### src/rtl/datapath_seq.sv
`default_nettype none
// ============================================================================
//  Module   : datapath_seq
//  Brief    : Self-sequencing datapath. It holds a register file, A/B/C
//             pipeline registers, a one-bit shifter, an ALU and a V/N/Z status
//             register. An internal FSM takes one instruction at a time over a
//             valid/ready handshake.
//  Options  : DATAPATH_SEQ_RDPORT_EN adds a second register-file read port.
//             LOADA and LOADB then merge into a single LOADAB state.
//  Revision : 1.0  initial release
// ============================================================================
module datapath_seq #(
  parameter int WIDTH = 16,
  parameter int NREGS = 8,
  parameter int IMM_W = 5,
  parameter int RW    = $clog2(NREGS)
) (
  input  logic             clk,
  input  logic             reset_n,
  input  logic             req_valid,
  output logic             req_ready,
  input  logic [1:0]       mode,
  input  logic [RW-1:0]    rd,
  input  logic [RW-1:0]    rn,
  input  logic [RW-1:0]    rm,
  input  logic [1:0]       shift,
  input  logic [1:0]       aluop,
  input  logic             bsel_imm,
  input  logic [WIDTH-1:0] imm,
  output logic             done,
  output logic [WIDTH-1:0] result,
  output logic [2:0]       status
);

  localparam logic [1:0] MODE_MOVI = 2'b00;
  localparam logic [1:0] MODE_MOVR = 2'b01;
  localparam logic [1:0] MODE_CMP  = 2'b11;

  localparam logic [1:0] OP_ADD = 2'b00;
  localparam logic [1:0] OP_SUB = 2'b01;
  localparam logic [1:0] OP_AND = 2'b10;

  // Keeps only the low IMM_W bits of the immediate when it is used as B operand.
  localparam logic [WIDTH-1:0] IMM_MASK = {WIDTH{1'b1}} >> (WIDTH - IMM_W);

  typedef enum logic [2:0] {
    S_IDLE   = 3'd0,
    S_LOADA  = 3'd1,
    S_LOADB  = 3'd2,
    S_EXEC   = 3'd3,
    S_WB     = 3'd4,
    S_LOADAB = 3'd5
  } state_t;

  state_t           state_q, state_d;
  logic             done_q, done_d;
  logic [WIDTH-1:0] a_q, a_d, b_q, b_d, c_q, c_d;
  logic [2:0]       status_q, status_d;
  logic [WIDTH-1:0] regs_q [NREGS];
  logic [WIDTH-1:0] regs_d [NREGS];

  // Instruction fields captured at accept time.
  logic [1:0]       mode_q, mode_d;
  logic [RW-1:0]    rd_q, rd_d, rn_q, rn_d, rm_q, rm_d;
  logic [1:0]       shift_q, shift_d, aluop_q, aluop_d;
  logic             bsel_q, bsel_d;
  logic [WIDTH-1:0] imm_q, imm_d;

  // ALU signals.
  logic [WIDTH-1:0] b_shifted, b_op, a_op, b_eff, sum, alu_out;
  logic [1:0]       op_eff;
  logic             is_sub, alu_v;

  assign req_ready = (state_q == S_IDLE) && reset_n;
  assign done      = done_q;
  assign result    = c_q;
  assign status    = status_q;

  // Shifter and ALU: MOVR forces A to 0 and the operation to add.
  always_comb begin
    b_shifted = b_q;
    case (shift_q)
      2'b01:   b_shifted = {b_q[WIDTH-2:0], 1'b0};
      2'b10:   b_shifted = {1'b0, b_q[WIDTH-1:1]};
      2'b11:   b_shifted = {b_q[WIDTH-1], b_q[WIDTH-1:1]};
      default: b_shifted = b_q;
    endcase
    b_op   = bsel_q ? (imm_q & IMM_MASK) : b_shifted;
    a_op   = (mode_q == MODE_MOVR) ? '0 : a_q;
    op_eff = (mode_q == MODE_MOVR) ? OP_ADD : aluop_q;
    is_sub = (op_eff == OP_SUB);
    b_eff  = is_sub ? ~b_op : b_op;
    sum    = a_op + b_eff + {{(WIDTH-1){1'b0}}, is_sub};
    alu_v  = 1'b0;
    case (op_eff)
      OP_ADD, OP_SUB: begin
        alu_out = sum;
        alu_v   = (a_op[WIDTH-1] == b_eff[WIDTH-1]) && (sum[WIDTH-1] != a_op[WIDTH-1]);
      end
      OP_AND:  alu_out = a_op & b_op;
      default: alu_out = ~b_op;
    endcase
  end

  // Next-state logic: sequencing, operand loads, execute and writeback.
  always_comb begin
    state_d  = state_q;
    done_d   = 1'b0;
    a_d      = a_q;
    b_d      = b_q;
    c_d      = c_q;
    status_d = status_q;
    regs_d   = regs_q;
    mode_d   = mode_q;
    rd_d     = rd_q;
    rn_d     = rn_q;
    rm_d     = rm_q;
    shift_d  = shift_q;
    aluop_d  = aluop_q;
    bsel_d   = bsel_q;
    imm_d    = imm_q;
    case (state_q)
      S_IDLE: begin
        if (req_valid) begin
          mode_d  = mode;
          rd_d    = rd;
          rn_d    = rn;
          rm_d    = rm;
          shift_d = shift;
          aluop_d = aluop;
          bsel_d  = bsel_imm;
          imm_d   = imm;
          case (mode)
            MODE_MOVI: state_d = S_WB;
            MODE_MOVR: state_d = S_LOADB;
`ifdef DATAPATH_SEQ_RDPORT_EN
            default:   state_d = S_LOADAB;
`else
            default:   state_d = S_LOADA;
`endif
          endcase
        end
      end
`ifdef DATAPATH_SEQ_RDPORT_EN
      S_LOADAB: begin
        a_d     = regs_q[rn_q];
        b_d     = regs_q[rm_q];
        state_d = S_EXEC;
      end
`else
      S_LOADA: begin
        a_d     = regs_q[rn_q];
        state_d = S_LOADB;
      end
`endif
      S_LOADB: begin
        b_d     = regs_q[rm_q];
        state_d = S_EXEC;
      end
      S_EXEC: begin
        c_d      = alu_out;
        status_d = {alu_v, alu_out[WIDTH-1], (alu_out == '0)};
        if (mode_q == MODE_CMP) begin
          done_d  = 1'b1;
          state_d = S_IDLE;
        end else begin
          state_d = S_WB;
        end
      end
      S_WB: begin
        regs_d[rd_q] = (mode_q == MODE_MOVI) ? imm_q : c_q;
        done_d       = 1'b1;
        state_d      = S_IDLE;
      end
      default: state_d = S_IDLE;
    endcase
  end

  // State, datapath and register-file flops with synchronous active-low reset.
  always_ff @(posedge clk) begin
    if (!reset_n) begin
      state_q  <= S_IDLE;
      done_q   <= 1'b0;
      a_q      <= '0;
      b_q      <= '0;
      c_q      <= '0;
      status_q <= '0;
      for (int i = 0; i < NREGS; i++) regs_q[i] <= '0;
      mode_q   <= '0;
      rd_q     <= '0;
      rn_q     <= '0;
      rm_q     <= '0;
      shift_q  <= '0;
      aluop_q  <= '0;
      bsel_q   <= 1'b0;
      imm_q    <= '0;
    end else begin
      state_q  <= state_d;
      done_q   <= done_d;
      a_q      <= a_d;
      b_q      <= b_d;
      c_q      <= c_d;
      status_q <= status_d;
      for (int i = 0; i < NREGS; i++) regs_q[i] <= regs_d[i];
      mode_q   <= mode_d;
      rd_q     <= rd_d;
      rn_q     <= rn_d;
      rm_q     <= rm_d;
      shift_q  <= shift_d;
      aluop_q  <= aluop_d;
      bsel_q   <= bsel_d;
      imm_q    <= imm_d;
    end
  end

endmodule
`default_nettype wire

### config.mk
export PLATFORM = sky130hd
export DESIGN_NAME = datapath_seq
export DESIGN_NICKNAME = d
export VERILOG_FILES = /design/src/rtl/datapath_seq.sv
export SDC_FILE = /design/constraint.sdc
export NUM_CORES = 1
export LEC_CHECK = 0
export ABC_AREA = 1
export ABC_CLOCK_PERIOD_IN_PS = 5100
export CORE_MARGIN = 5
export CORE_UTILIZATION = 45
export CTS_CLUSTER_DIAMETER = 80
export DETAILED_ROUTE_END_ITERATION = 7
export GPL_TIMING_DRIVEN = 1
export SLEW_MARGIN = 20
export SYNTH_ARGS = -nofsm -noshare
export SYNTH_HDL_FRONTEND = slang
export SYNTH_SLANG_ARGS = --single-unit
### constraint.sdc
create_clock -name clk -period 5.1 [get_ports clk]
set_input_delay 0.765 -clock clk [delete_from_list [all_inputs] [get_ports clk]]
set_output_delay 0.765 -clock clk [all_outputs]
set_load 0.05 [all_outputs]
# Word level (Yosys, flattened, before mapping)
# Index checks and enable logic that the tools add are counted.
# Widths: inputs -> output; s select.
# word_totals
ram_bits	0
latchBits	0
n_memories	0
rom_bits	0
output_inout_bits	21
reg_bits	215
# op_classes
shifts	0
n_reduce_logical	10
div_mod_pow	0
bitwise	5
order_cmp	4
add_sub_neg	2
eq_ne	15
muxes	23
n_mul	0
# op_table
op	count
$mux 16	9
$bwmux 128	1
$bmux 16 s3	2
$demux 16 s3	1
$pmux 16 s3	1
$pmux 16 s2	1
$add 16x1->16	1
$add 16x16->16	1
$and 16x16->16	1
$logic_not 16->1	1
$not 16->16	1
$ge 4x4->1 const B	3
$not 3->4	3
$pmux 3 s4	1
$eq 2x1->1 const B	4
$eq 2x2->1 const B	4
$eq 3x2->1 const B	2
$logic_not 2->1	3
$mux 3	2
$pmux 3 s2	1
$lt 4x1->1 const B	1
$eq 3x1->1 const B	1
$eq 3x3->1 const B	1
$logic_and 1x1->1	3
other kinds (9)	10

# Longest topological paths before layout
# Gate-level depths: netlist (run 1).
# logic_depth
ltp_word	10
mapped_depth	23

# Worst setup path after synthesis (run 1)
# No wires, ideal clock.
# synth_path
path_kind	in2out
from	input reset_n
to	output req_ready
arrival_ns	2.517
path_slack_ns	1.818
t_required_ns	4.335
path_buffers	2
cell_stages	4
cell_sequence	clkbuf_1 > clkinv_1 > clkbuf_1 > nor3_1
# synth_via
elab_chain_len	1
# synth_rtl
item	line	rtl
from (decl)	19	input logic reset_n,
$logic_and 1x1->1	74	assign req_ready = (state_q == S_IDLE) && reset_n;
to (decl)	21	output logic req_ready,
# No other way between the ends.

# Final worst setup path (run 1)
# layout_path
from	register mode_q[1]
to	register status_q[0] (netlist: status[0])
# layout_via
elab_chain_len	8
# layout_rtl
item	line	rtl
from (decl)	63	logic [1:0] mode_q, mode_d;
from (signal assigned)	205	mode_q <= mode_d;
$eq 2x1->1 *	89, 90	
$mux 2	90	op_eff = (mode_q == MODE_MOVR) ? OP_ADD : aluop_q;
$eq 2x1->1	91, 95	
$mux 16	92	b_eff = is_sub ? ~b_op : b_op;
$add 16x16->16	93	sum = a_op + b_eff + {{(WIDTH-1){1'b0}}, is_sub};
$add 16x1->16	93	
$pmux 16 s2 *	95	case (op_eff)
$logic_not 16->1 *	162	status_d = {alu_v, alu_out[WIDTH-1], (alu_out == '0)};
to (signal assigned)	203	status_q <= status_d;
to (decl)	58	logic [2:0] status_q, status_d;
# Mark *: on every way between the ends. The rest lies on a longest branch, timed or not.
# A chain may end at the register's enable or synchronous reset.

==> flow_results.org, run 1 <==
** Timing
- Final hold analysis gives a worst-case slack of 0.457 ns.
- Share of the clock period used by the worst path :: 70.3%
- Setup violations remaining at the end of the flow were counted as 0.
- Setup tns final :: 0 ns
- At the pin with the least slew margin, the transition time is 0.986 ns.
- RSZ-0062 raised after global routing :: no
- The number of pins exceeding their max-slew limit in the final report came to 0.
- Worst slew margin relative to its limit :: 34.2%
- The routed design could run at a clock period as short as 3.59 ns.
- On the final layout, the worst clock skew is 0.0261 ns.
- Timing would allow up to 0.279 GHz.
- The number of hold violations in the final report is 0.

** Layout
- The final layout contains 1768 nets.
- Excluding fillers, the count of instances in the completed layout stands at 2071.
- Count of inserted antenna diode cells :: 0
- FF+latch area :: 0.00429 mm2
- Area of combinational cells with multiple inputs :: 0.00629 mm2
- Utilization of the core after routing :: 51.1%
- Share of final-layout standard cells stronger than drive strength 1 :: 5.82%
- After filler insertion, the fill cell instance count of the layout stands at 2654.
- The area growth from synthesis to layout is 12.9%.

** Global routing
- Wire length of the first global-routing pass :: 63400 um
- For this run the aggregate overflow at the end of global routing stands at 0.
- The number of global-route vias before repair was 11000.
- Global routing used 27.3% of the available tracks.
- The initial antenna violation count is 0.
- Pin count of the biggest net entering global routing :: 91

** Yosys
- Synth Cell Area :: 0.0117 mm2
- Simple-Gate Fraction of Synth Area :: 21.9%
- Proportion of netlist area held by the largest area contributor :: 36.7%
- Syn Nets :: 1786
- Mux share of post-synthesis cell area :: 0%
- Counting flops with an async set or reset pin after synthesis yields a share of 0%.
- Largest family of logic cells by synthesized area :: compound AO/OA/AOI/OAI gates
- Number of enable flip-flop cells after synthesis :: 0
- Post-synth top flop :: sky130_fd_sc_hd__dfxtp_1
- Share of the synthesized netlist area taken by xor and xnor gates :: 1.28%
- Sequential elements use 36.7% of the synthesized area.
- Cell types occupying the most area after synthesis :: sky130_fd_sc_hd__dfxtp_1, sky130_fd_sc_hd__a21oi_1, sky130_fd_sc_hd__o21ai_0
- Number of storage elements in the synthesis netlist :: 214
- Cell taking the most area after synthesis :: sky130_fd_sc_hd__dfxtp_1
- The synthesized netlist devotes 1.78% of its cell area to adder and majority cells.
- Warnings, synthesis :: 0
- Compound-cell area share of the yosys netlist :: 28.9%
- In the synthesized netlist, the number of instances is 1735.
- Mean Syn Cell Area :: 6.72 um2
- Synthesis instantiated 46 different standard cells from the library.

** Min path
- Path type of the worst min-delay path :: reg -> reg

** Floorplanning
- Core region area :: 0.0258 mm2
- During I/O placement, the number of pins put on the boundary was 56.
- DIE AREA :: 0.0292 mm2
- For this configuration, the core starts out at a cell density of 45.3%.
- The floorplan has 59 rows.
- Horiz. Die Dim :: 171 um
- The die is 171 um tall.

** Worst setup path
- In this design, the largest share of critical-path delay is due to simple AND/OR/NAND/NOR gates.
- Of all nets on the critical path, the largest fanout is 12.
- Data arrival time of the critical path :: 3.94 ns
- The worst setup path is captured at a register.
- CP most frequent cell :: sky130_fd_sc_hd__nor2_1
- On the worst path, the slowest cell contributes a delay of 0.49 ns.
- CP Class :: reg -> reg
- Data on the critical path is required at its endpoint by 5.46 ns.
- Critical path launch point type :: register
- The slowest stage of the critical path is the sky130_fd_sc_hd__inv_1 cell.
- The signal on the critical path passes through inv_1, nand2_2, nand3_4, inv_1, xor2_1, ha_1, a21oi_1, nand3_1, nand2_1, nand2_1, a21boi_0, nand2b_1, nand3_1, nand2_1, nor2_1, nand4_1, nor2_1, nor2_1, nor2_1.
- Buf/Inv on CP :: 2

** Detailed routing
- Avg Vias per Cell :: 5.81
- Detailed-route wire length per cell :: 19.7 um
- Via count :: 12000
- Count of unresolved DRC violations after routing :: 0
- The first detailed-routing pass took 6 iterations.
- The first routing iteration left 1292 violations.
- Wire length after detailed routing :: 40900 um
- Once detail routing completed, the nets flagged for antenna violations numbered 0.

** Job
- Across the run, the number of max-cap violations was 0.

** Clocking
- In this run the post-CTS setup repair buffer count came out at 0.
- Number of buffers inserted during clock tree synthesis :: 26
- Post-CTS repair changed the size of 0 cells.
- Clk root buf :: sky130_fd_sc_hd__clkbuf_16
- Total number of H-tree levels :: 1
- The clock reaches the later pin of the worst-skew pair after 0.53 ns.
- Clk sinks :: 214
- Post-CTS Hold Fix Bufs :: 0
- After clock tree synthesis, the clock-pin slew on the worst setup and hold paths is 0.05 ns.
- TritonCTS clock tree :: done
- The clock passes through at most 3 buffers.

** Power
- In this run the power density over the cells is 355 mW/mm2.
- For this design the static power due to leakage is 4.81 nW.
- Largest vdd supply drop :: 0.252 mV

** Placed design
- During placement, the flow inserted port buffers numbering 55.
- Post-DP HPWL :: 26700 um
- Last weighted congestion value of the routability-driven placer :: 0.946
- Placed instance count :: 2024

** Outcome
- Result of the run :: completed
## synthesized netlist by cell type (all sizes together) (2+ instances only)
master  instances
clkinv          3
inv           161
o21ai         234
a21o            3
nor3            5
a211oi          3
o22ai           9
buf            19
xor2           16
o21bai          3
a21oi         297
nor2           97
nand4           4
nand2         277
nand3         184
nand3b          4
ha             15
dfxtp         214
o211ai         71
clkbuf        105
a31oi           2
## worst paths after layout
path                                             start                      to  slack (ns)  depth (start not counted)
worst min-delay path            imm_q[14]$_SDFFE_PN0P_  imm_q[14]$_SDFFE_PN0P_        0.46                          2
worst max register to register  mode_q[1]$_SDFFE_PN0P_  status[0]$_SDFFE_PN0P_        1.51                         19
worst max-delay path            mode_q[1]$_SDFFE_PN0P_  status[0]$_SDFFE_PN0P_        1.51                         19
worst min register to register  imm_q[14]$_SDFFE_PN0P_  imm_q[14]$_SDFFE_PN0P_        0.46                          2
## layout make-up
class	instances	area share, %
clock buffer	42	5.94
timing repair buffer	78	5.45
inverter	164	4.69
multi-input combinational	1233	47.7
sequential	214	32.6
clock inverter	5	0.408
tap	335	3.18
## logic make-up (layout without fill, tap and decap cells)
family,Yosys count,after routing
buffers and inverters,288,289
AND/OR/NAND/NOR,575,575
flip-flops,214,214
XOR/XNOR,17,17
AO/OA/AOI/OAI,625,625
adder cells (fa/ha/maj),16,16
## metrics by stage
stage | setup slack (ns) | total power (W) | instance area (um2)
after global placement | 1.77 | 0.00287 | 12300
after detailed placement | 1.60 | 0.00288 | 12300
final | 1.51 | 0.00468 | 13200
after CTS | 1.57 | 0.00469 | 13200
after global routing | 1.22 | 0.00489 | 13200
after floorplan | 1.82 | 0.00255 | 11700
## power by group
| group | switching [W] | internal, W | leakage (nW) |
|---|---|---|---|
| sequential | 0.0000657 | 0.00172 | 1.73 |
| clock | 0.000718 | 0.00109 | 0.411 |
| combinational | 0.000754 | 0.000326 | 2.67 |
| total | 0.00154 | 0.00314 | 4.81 |
## state kept, by name, indices dropped and copies added, names as in the netlist
signal	count
a_q	16
aluop_q	2
b_q	16
bsel_q	1
done	1
imm_q	16
mode_q	2
rd_q	3
regs_q	128
result	15
rm_q	3
rn_q	3
shift_q	2
state_q	3
status	3
## placed cells by master, fill, tap and decap left out, types with 16 or more instances in the layout
cell	count
sky130_fd_sc_hd__o21ai_0	223
sky130_fd_sc_hd__buf_4	23
sky130_fd_sc_hd__inv_1	155
sky130_fd_sc_hd__a21oi_1	296
sky130_fd_sc_hd__clkdlybuf4s50_1	54
sky130_fd_sc_hd__dfxtp_1	210
sky130_fd_sc_hd__o211ai_1	70
sky130_fd_sc_hd__nand2_1	264
sky130_fd_sc_hd__clkbuf_16	27
sky130_fd_sc_hd__nor2_1	90
sky130_fd_sc_hd__xor2_1	16
sky130_fd_sc_hd__nand3_1	179
## worst reg2reg max path, cell delays in order (launching register included)
cell and delay (ns):
sky130_fd_sc_hd__dfxtp_1 0.48, sky130_fd_sc_hd__inv_1 0.12, sky130_fd_sc_hd__nand2_2 0.19, sky130_fd_sc_hd__nand3_4 0.15, sky130_fd_sc_hd__inv_1 0.49, sky130_fd_sc_hd__xor2_1 0.16, sky130_fd_sc_hd__ha_1 0.39, sky130_fd_sc_hd__a21oi_1 0.27
sky130_fd_sc_hd__nand3_1 0.20, sky130_fd_sc_hd__nand2_1 0.12, sky130_fd_sc_hd__nand2_1 0.06, sky130_fd_sc_hd__a21boi_0 0.20, sky130_fd_sc_hd__nand2b_1 0.13, sky130_fd_sc_hd__nand3_1 0.06, sky130_fd_sc_hd__nand2_1 0.10, sky130_fd_sc_hd__nor2_1 0.05
sky130_fd_sc_hd__nand4_1 0.06, sky130_fd_sc_hd__nor2_1 0.04, sky130_fd_sc_hd__nor2_1 0.08, sky130_fd_sc_hd__nor2_1 0.05
## routing by layer
layer / vias to the layer above / GRT usage, % / wire, um
li1: 5880 / - / -
met1: 5603 / 39.1 / 18000
met2: 458 / 43.6 / 18700
met3: 82 / 2.73 / 2930
met4: 0 / 8.41 / 1220
met5: - / 0 / 0
Power figures use the tool's default switching activity.
==> run 2: changes to the inputs <==
Settings changed: ABC_CLOCK_PERIOD_IN_PS 5100 to 3080.
Clock period 5.1 ns to 3.08 ns, I/O delays scaled along.
==> run 2 against run 1 <==
Global-route usage up 0.17 points. Clock power is 66% higher. Sequential power is 66% higher. Final cell count grew 2.3%. Wire length up 1.3%. Power increased by 71%. Flip-flop and latch count stayed put. Worst setup slack got worse by 1.3 ns. First-iteration DRC count increased by 5.8%. Non-clock buffer count rose by 52.
==> flow_results.org, run 2 (synthesized netlist as in run 1, its figures left out) <==
** Layout
- Top library cells by usage in the layout, fill and taps aside: sky130_fd_sc_hd__a21oi_1, sky130_fd_sc_hd__nand2_1, sky130_fd_sc_hd__o21ai_0 (unchanged).
- Register containing the most flip-flops in the final layout :: regs_q (unchanged)
- The area added between synthesis and finish is 17.8% (was 12.9%).
- Count of inserted antenna diode cells :: 0 (unchanged)
- The final design instance area without fill came to 0.0137 mm2 (was 0.0132 mm2).
- Area of combinational cells with multiple inputs :: 0.00640 mm2 (was 0.00629 mm2)
- Flip-flop count of the largest register after layout :: 128 (unchanged)
- Net count of the finished layout :: 1819 (was 1768)
- The layout filler cell count came to 2600 (was 2654).
- Share of final-layout standard cells stronger than drive strength 1 :: 10.2% (was 5.82%)
- The sequential cell area is 0.00430 mm2 (was 0.00429 mm2).
- The commonest non-fill, non-tap cell in the layout is sky130_fd_sc_hd__a21oi_1 (unchanged).

** Clocking
- Latest clock arrival within the worst-skew pair :: 0.54 ns (was 0.53 ns)
- The CTS tree is done (unchanged).
- The cell at the root of the clock tree is sky130_fd_sc_hd__clkbuf_16 (unchanged).
- Total number of H-tree levels :: 1 (unchanged)
- The maximum number of buffers from clock root to sink is 3 (unchanged).
- The clock transition at the register clock pins on the worst setup and hold paths after CTS is 0.06 ns (was 0.05 ns).
- The number of sinks on the clock net came to 214 (unchanged).
- The total CTS buffers was 25 (was 26).

** Global routing
- The global-route congestion overflow total came to 0 (unchanged).
- Pin count of the biggest net entering global routing :: 72 (was 91)
- The first-pass GRT wire length is 63400 um (about the same).
- The aggregate global-route resource usage is 27.5% (was 27.3%).
- Antenna violations before repair :: 0 (unchanged)
- The number of global-route vias before repair was 11000 (about the same).

** Power
- The total power divided by cell area was 582 mW/mm2 (was 355 mW/mm2).
- The maximum VDD drop is 0.446 mV (was 0.252 mV).
- The power after layout is 0.00800 W (was 0.00468 W).
- The static leakage was 5.10 nW (was 4.81 nW).

** Outcome
- Result of the run: completed (unchanged).

** Floorplanning
- Rows :: 59 (unchanged)
- DIE AREA :: 0.0292 mm2 (unchanged)
- The core area was 0.0258 mm2 (unchanged).
- Die height :: 171 um (unchanged)
- The initial core utilization came to 45.3% (unchanged).
- Number of I/O pins :: 56 (unchanged)
- The horizontal die dimension came to 171 um (unchanged).

** Placed design
- Post-DP HPWL :: 28500 um (was 26700 um)
- Instance area at placement :: 0.0128 mm2 (was 0.0123 mm2)
- The post-placement setup slack came to 0.0802 ns (was 1.60 ns).
- Count of buffers from port buffering :: 55 (unchanged)
- The routability-driven placement congestion ratio was 0.954 (was 0.946).

** Detailed routing
- Via count :: 12100 (was 12000)
- DRC violation total after the first TritonRoute iteration :: 1367 (was 1292)
- Avg Vias per Cell :: 5.72 (was 5.81)
- Number of routed nets with antenna violations :: 0 (unchanged)
- Count of unresolved DRC violations after routing :: 0 (unchanged)
- Number of iterations in the first detailed-routing pass :: 6 (unchanged)
- The routed wire length was 41400 um (was 40900 um).
- DR top layer :: met4 (unchanged)
- Detailed-route wire length per cell :: 19.5 um (was 19.7 um)
- The met3 routed wirelength came to 3210 um (was 2930 um).
- Met2 wire length :: 18400 um (was 18700 um)
- Met1 routed wirelength after detailed routing :: 18700 um (was 18000 um)

** Min path
- Path type of the worst min-delay path :: reg -> reg (unchanged)

** Job
- The reported max-cap violation count came to 0 (unchanged).

** Timing
- The number of hold violations in the final report came to 0 (unchanged).
- Final critical delay including setup and external delays :: 2.86 ns (was 3.59 ns)
- The hold slack was 0.462 ns (was 0.457 ns).
- The portion of the clock cycle consumed by the worst path in the final layout came to 92.7% (was 70.3%).
- Max Clk Rate :: 0.350 GHz (was 0.279 GHz)
- The total negative setup slack was 0 ns (unchanged).
- The actual transition at the worst max-transition pin is 0.990 ns (was 0.986 ns).
- Total setup violations reported at the end of the flow :: 0 (unchanged)
- The worst-case setup margin in the final layout was 0.223 ns (was 1.51 ns).
- The worst-case clock skew came to 0.0272 ns (was 0.0261 ns).
- Worst slew margin relative to its limit :: 34.0% (was 34.2%)
- The number of pins exceeding their max-slew limit in the final report is 0 (unchanged).

** Worst setup path
- Critical path launch point type :: register (unchanged)
- The capturing element type of the critical path is a register (unchanged).
- Data arrival time of the critical path :: 3.34 ns (was 3.94 ns)
- The endpoint required time on the critical path was 3.56 ns (was 5.46 ns).
- CP Class :: reg -> reg (unchanged)
- The highest fanout seen on the critical path was 9 (was 12).
## run 2: repair_timing
| action | 4_1_cts | 5_1_grt |
|---|---|---|
| setup endpoints to repair | 0 | 9 |
| gates resized for setup | 0 | 29 |
| hold buffers | 0 | 0 |
| setup buffers | 0 | 4 |
## run 2: final timing paths
kind | start | to | slack, ns | cells past startpoint
setup / recovery | mode_q[1]$_SDFFE_PN0P_ | status[0]$_SDFFE_PN0P_ | 0.22 | 20
hold / removal | imm_q[10]$_SDFFE_PN0P_ | imm_q[10]$_SDFFE_PN0P_ | 0.46 | 2
setup reg to reg | mode_q[1]$_SDFFE_PN0P_ | status[0]$_SDFFE_PN0P_ | 0.22 | 20
hold reg to reg | imm_q[10]$_SDFFE_PN0P_ | imm_q[10]$_SDFFE_PN0P_ | 0.46 | 2
## run 2: cell type report
type | count | share of cell area (%)
clock buffer | 36 | 5.36
inverter | 164 | 4.52
sequential | 214 | 31.3
multi-input combinational | 1233 | 46.6
clock inverter | 7 | 0.728
tap | 335 | 3.05
timing repair buffer | 130 | 8.50
## run 2: critical path, stage by stage (launching register included)
cell and delay [ns]:
sky130_fd_sc_hd__dfxtp_1 0.31, sky130_fd_sc_hd__inv_1 0.08, sky130_fd_sc_hd__nand2_2 0.13, sky130_fd_sc_hd__nand3_4 0.11
sky130_fd_sc_hd__clkinvlp_4 0.11, sky130_fd_sc_hd__buf_12 0.15, sky130_fd_sc_hd__xor2_1 0.16, sky130_fd_sc_hd__ha_1 0.35
sky130_fd_sc_hd__a21oi_1 0.25, sky130_fd_sc_hd__nand3_2 0.16, sky130_fd_sc_hd__nand2_1 0.10, sky130_fd_sc_hd__nand2_1 0.07
sky130_fd_sc_hd__a21boi_1 0.15, sky130_fd_sc_hd__nand2_1 0.06, sky130_fd_sc_hd__nand3_1 0.08, sky130_fd_sc_hd__nand2_1 0.09
sky130_fd_sc_hd__nor2_1 0.11, sky130_fd_sc_hd__nand4_1 0.08, sky130_fd_sc_hd__nor2_1 0.11, sky130_fd_sc_hd__nor2_1 0.05
sky130_fd_sc_hd__nor2_1 0.07
## run 2: routing by layer
metal	track usage (%)	vias to the layer above
met5	0	-
met4	7.17	0
met3	3.88	66
met2	43.0	446
met1	39.8	5629
li1	-	5988
## run 2: where the power goes
group,switching [W],leakage [nW],total (W),internal (W)
sequential,0.000122,1.73,0.00297,0.00285
clock,0.00119,0.417,0.00301,0.00182
combinational,0.00131,2.95,0.00202,0.000704
total,0.00262,5.10,0.00800,0.00538
## run 2: per-stage QoR
step / utilization, % / cells
2_1_floorplan: - / 1735
3_3_place_gp: 49.5 / 2072
3_5_place_dp: 49.5 / 2072
4_1_cts: 52.8 / 2115
5_1_grt: 53.4 / 2119
6_report: 53.4 / 2119
